`config.mk`:
```
export PLATFORM = sky130hd
export DESIGN_NAME = lb_arbiter
export DESIGN_NICKNAME = d
export VERILOG_FILES = /design/src/rtl/lb_arbiter.sv
export SDC_FILE = /design/constraint.sdc
export NUM_CORES = 1
export LEC_CHECK = 0
export CORE_ASPECT_RATIO = 0.75
export CORE_UTILIZATION = 40
export CTS_BUF_LIST = sky130_fd_sc_hd__clkbuf_4 sky130_fd_sc_hd__clkbuf_8
export DETAILED_ROUTE_END_ITERATION = 16
export HOLD_SLACK_MARGIN = 0.1
export MAX_ROUTING_LAYER = met4
export PLACE_DENSITY = 0.75
export SYNTH_ARGS = -nofsm -noshare
export SYNTH_HDL_FRONTEND = slang
export SYNTH_SLANG_ARGS = --single-unit
```
`constraint.sdc`:
```
create_clock -name clk -period 9.2 [get_ports clk]
set_input_delay 1.84 -clock clk [delete_from_list [all_inputs] [get_ports clk]]
set_output_delay 1.84 -clock clk [all_outputs]
set_load 0.005 [all_outputs]
```
`src/rtl/lb_arbiter.sv`:
```
// Local-bus arbiter: non-stallable gateway master A has absolute priority over request/ack sequencer B; bus command registered (+1 cycle).
// A read data returns LAT+1 cycles after a_strobe (size the gateway read pipeline to LAT+1); B is held in ISSUE while A strobes.
module lb_arbiter #(
    parameter int LAT   = 3,
    parameter int DFR_W = 8
) (
    input  logic             clk,
    input  logic             reset,
    input  logic [23:0]      a_addr,
    input  logic             a_strobe,
    input  logic             a_rd,
    input  logic [31:0]      a_wdata,
    output logic [31:0]      a_rdata,
    output logic             a_rd_valid,
    input  logic             b_req,
    input  logic [23:0]      b_addr,
    input  logic             b_rd,
    input  logic [31:0]      b_wdata,
    output logic             b_ack,
    output logic [31:0]      b_rdata,
    output logic             b_busy,
    output logic [23:0]      bus_addr,
    output logic [31:0]      bus_wdata,
    output logic             bus_strobe,
    output logic             bus_rd,
    output logic             bus_write,
    input  logic [31:0]      bus_rdata,
    output logic [DFR_W-1:0] dfr_count
);

    typedef enum logic [1:0] {IDLE, ISSUE, WAIT_RD, ACK} state_t;

    typedef struct packed {
        logic [23:0] addr;
        logic        rd;
        logic [31:0] wdata;
    } cmd_t;

    localparam logic [DFR_W-1:0] DFR_MAX = '1;

    state_t         state;
    cmd_t           b_cmd;
    logic           bus_owner;
    logic [LAT-1:0] tag_vld;
    logic [LAT-1:0] tag_own;
    logic           b_go;
    logic           tag_b_done;

    assign b_go       = (state == ISSUE) && !a_strobe;
    assign tag_b_done = tag_vld[LAT-1] && tag_own[LAT-1];
    assign a_rd_valid = tag_vld[LAT-1] && !tag_own[LAT-1];
    assign a_rdata    = bus_rdata;
    assign b_busy     = (state != IDLE);

    always_ff @(posedge clk or posedge reset) begin
        if (reset) begin
            bus_strobe <= 1'b0;
            bus_write  <= 1'b0;
            bus_rd     <= 1'b0;
            bus_addr   <= '0;
            bus_wdata  <= '0;
            bus_owner  <= 1'b0;
        end else begin
            bus_strobe <= a_strobe || b_go;
            bus_write  <= (a_strobe && !a_rd) || (b_go && !b_cmd.rd);
            if (a_strobe) begin
                bus_addr  <= a_addr;
                bus_wdata <= a_wdata;
                bus_rd    <= a_rd;
                bus_owner <= 1'b0;
            end else if (b_go) begin
                bus_addr  <= b_cmd.addr;
                bus_wdata <= b_cmd.wdata;
                bus_rd    <= b_cmd.rd;
                bus_owner <= 1'b1;
            end
        end
    end

    // Tag pipe is fed from the registered bus, so its last stage lines up with bus_rdata.
    always_ff @(posedge clk or posedge reset) begin
        if (reset) begin
            tag_vld <= '0;
            tag_own <= '0;
        end else begin
            tag_vld[0] <= bus_strobe && bus_rd;
            tag_own[0] <= bus_owner;
            for (int i = 1; i < LAT; i++) begin
                tag_vld[i] <= tag_vld[i-1];
                tag_own[i] <= tag_own[i-1];
            end
        end
    end

    always_ff @(posedge clk or posedge reset) begin
        if (reset) begin
            dfr_count <= '0;
        end else if ((state == ISSUE) && a_strobe && (dfr_count != DFR_MAX)) begin
            dfr_count <= dfr_count + DFR_W'(1);
        end
    end

    always_ff @(posedge clk or posedge reset) begin
        if (reset) begin
            state   <= IDLE;
            b_cmd   <= '0;
            b_ack   <= 1'b0;
            b_rdata <= '0;
        end else begin
            b_ack <= 1'b0;
            case (state)
                IDLE: begin
                    if (b_req) begin
                        b_cmd <= '{addr: b_addr, rd: b_rd, wdata: b_wdata};
                        state <= ISSUE;
                    end
                end
                ISSUE: begin
                    if (!a_strobe) begin
                        if (b_cmd.rd) begin
                            state <= WAIT_RD;
                        end else begin
                            b_ack <= 1'b1;
                            state <= IDLE;
                        end
                    end
                end
                WAIT_RD: begin
                    if (tag_b_done) begin
                        b_rdata <= bus_rdata;
                        b_ack   <= 1'b1;
                        state   <= ACK;
                    end
                end
                ACK: begin
                    state <= IDLE;
                end
            endcase
        end
    end

endmodule

```
==> flow_metrics.tcl <==
set metrics [dict create \
    p_int_mw 2.00 \
    powerDensity_nw_per_um2 281 \
    placed_cells 983 \
    dpl.hpwl_mm 12.2 \
    worst_pin_slew_ns 1.13 \
    crit_fanout 2 \
    synthTopCellsByArea "dfrtp_1 60%, mux2_2 15%, mux2i_1 8.2%" \
    p_sw_uw 855 \
    pwr-share-clk 0.186 \
    antenna_found_initial 0 \
    clock-sinks 166 \
    grt_max_degree 99 \
    routed_wl_mm 17.3 \
    cp.arrival_ns 2.90 \
    synth.avg_cell_area_um2 12.9 \
    critPathKind "in2out" \
    path_clk_slew_ns 0.09 \
    viasPerCell 4.88 \
    firstDrtPassIters 5 \
    fin_util 0.599 \
    gp_congestion 0.762 \
    synth_fa_ha_area_frac 0.0125 \
    first_iter_violations 210 \
    drive_gt1_frac 0.168 \
    min_path_type "reg2reg" \
    synth_simple_gate_area_frac 0.0457 \
    vdd_drop_max_v 0.000159 \
    synth_cell_types 26 \
    crit_path_max_incr_delay_ns 0.57 \
    cts_inserted_buffers 17 \
    syn_nets 699 \
    netlist_instances 542 \
    io_buffers 283 \
    use_met1 0.231 \
    pwr-share-seq 0.422 \
    final_cell_mix "282 x clkdlybuf4s50_1, 166 x dfrtp_1, 93 x mux2_2" \
    post_drt_wl_per_cell_um 17.1 \
    met2_usage 0.331 \
    fmax_ghz 0.211 \
    postCtsSetupRepairBufs 0 \
    critPathSlowestCell "clkdlybuf4s50_1" \
    outcome "finished, final reports clean" \
    critPathLaunchType "input pin" \
    cp.required_ns 7.36 \
    combPwrFrac 0.392 \
    fin_nets 944 \
    synthArstFlopShare 1.00 \
    skew_ns 0.0149 \
    die_area_um2 18000 \
    cts_resized 0 \
    holdBufCountCts 0 \
    yosysWarnings 0 \
    synth_top_family_by_area "multiplexers" \
    fin_setup_tns_ns 0 \
    met3_usage 0.0649 \
    p_sw_frac 0.300 \
    hold_violations 0 \
    syn_area_um2 6980 \
    crit_path_end_kind "output pin" \
    synth_seq_cells 166 \
    rsz0062_at_grt "no" \
    synth_top_area_cell "dfrtp_1" \
    initial_core_util 0.412 \
    die_width_um 155 \
    rows 41 \
    cts_tree "yes" \
    grt_overflow 0 \
    finalNonFillerCells 1015 \
    grt_use_total 0.202 \
    finalSetupViolCount 0 \
    cpMostUsedCell "clkdlybuf4s50_1" \
    synth_ff_type "dfrtp_1" \
    synth_top_area_share 0.595 \
    design_area_um2 10100 \
    coreArea_um2 16900 \
    clk_latency_ns 0.45 \
    clockRootBuffer "clkbuf_8" \
    ctsHtreeMaxLevel 4 \
    total_power_mw 2.85 \
    drtAntennaViolNets 0 \
    synth_mux_area_frac 0.232 \
    timing.hold.ws_ns 0.349 \
    critPathTopFamily "buffers and inverters" \
    pre_cts_slack_ns 4.47 \
    timing.final.ws_setup_ns 4.46 \
    synth_edf_count 0 \
    synth-xor-area-share 0.00376 \
    p_leak_nw 4.30 \
    postPlaceCellArea_um2 9750 \
    grt-busiest-layer "met2" \
    period_needed_ns 4.74 \
    rrSetupSlack_ns 6.73 \
    path_buf_inv 2 \
    final_common_cell "clkdlybuf4s50_1" \
    die_h_um 116 \
    area_growth_pct 45.3 \
    report.final.slew_viol_count 0 \
    io_pins 284 \
    slew_headroom 0.247 \
    ys_seq_area_frac 0.595 \
    maxCapViolations 0 \
    grt_pass1_vias 5220 \
    cts_buffer_depth 2 \
    num_vias 4952 \
    grt_pass1_wl_mm 27.0 \
    remaining_drc_errors 0 \
    worstPathCellList "clkdlybuf4s50_1, clkdlybuf4s50_1" \
    finalCritPeriodShare 0.515 \
    synth_compound_area_frac 0.0531 \
]
==> cells by family after synthesis <==
kind of cell | after synthesis
compound gates | 70
fa+ha+maj | 7
flops | 166
mux | 150
xor+xnor | 3
buf+inv | 67
simple gates | 79
==> final timing paths <==
path / to / cells past startpoint / start
worst max-delay path: a_rdata[31] / 2 / bus_rdata[31]
worst min-delay path: tag_own[2]$_DFF_PP0_ / 0 / tag_own[1]$_DFF_PP0_
worst max register to register: b_cmd[24]$_DFFE_PP0P_ / 5 / state[0]$_DFFE_PP0P_
worst min register to register: tag_own[2]$_DFF_PP0_ / 0 / tag_own[1]$_DFF_PP0_
max in group asynchronous: b_cmd[4]$_DFFE_PP0P_ / 3 / reset
min in group asynchronous: b_rdata[22]$_DFFE_PP0P_ / 2 / reset
==> area by class of cell <==
class | instances | area (um2)
diodes | 1 | 2.50
clock buffers | 21 | 270
clock inverters | 10 | 123
fillers | 1370 | 6790
inverters | 6 | 27.5
multi-input cells | 309 | 2440
flip-flops and latches | 166 | 4150
well taps | 215 | 269
repair buffers | 287 | 2860
==> registers in the layout (all words and copies together), names as in the netlist, named ones only <==
name	count
b_ack	1
b_cmd	57
b_rdata	32
bus_addr	24
bus_owner	1
bus_rd	1
bus_strobe	1
bus_wdata	32
bus_write	1
dfr_count	8
state	1
tag_own	3
tag_vld	3
==> power groups by stage <==
stage / combinational [mW] / sequential (mW) / clock [mW]
3_3_place_gp: 1.10 / 1.20 / 0
6_report: 1.12 / 1.20 / 0.532
4_1_cts: 1.14 / 1.21 / 0.549
5_1_grt: 1.21 / 1.24 / 0.579
3_5_place_dp: 1.13 / 1.22 / 0
2_1_floorplan: 0.586 / 1.20 / 0
==> routing by layer <==
| layer | vias up | wire, um |
|---|---|---|
| li1 | 2314 | - |
| met1 | 2406 | 7130 |
| met2 | 202 | 8560 |
| met3 | 30 | 1250 |
| met4 | 0 | 395 |
| met5 | - | 0 |
==> synthesized netlist by cell type, types with 3 or more instances <==
cell / count
dfrtp_1: 166
mux2_2: 93
nand2_1: 63
o21ai_0: 62
mux2i_1: 57
buf_4: 34
buf_2: 15
clkbuf_1: 11
ha_1: 7
inv_1: 6
nor2_1: 6
nand3_1: 4
a21oi_1: 3
xnor2_1: 3
No activity file was read; power rests on OpenSTA's default activity.
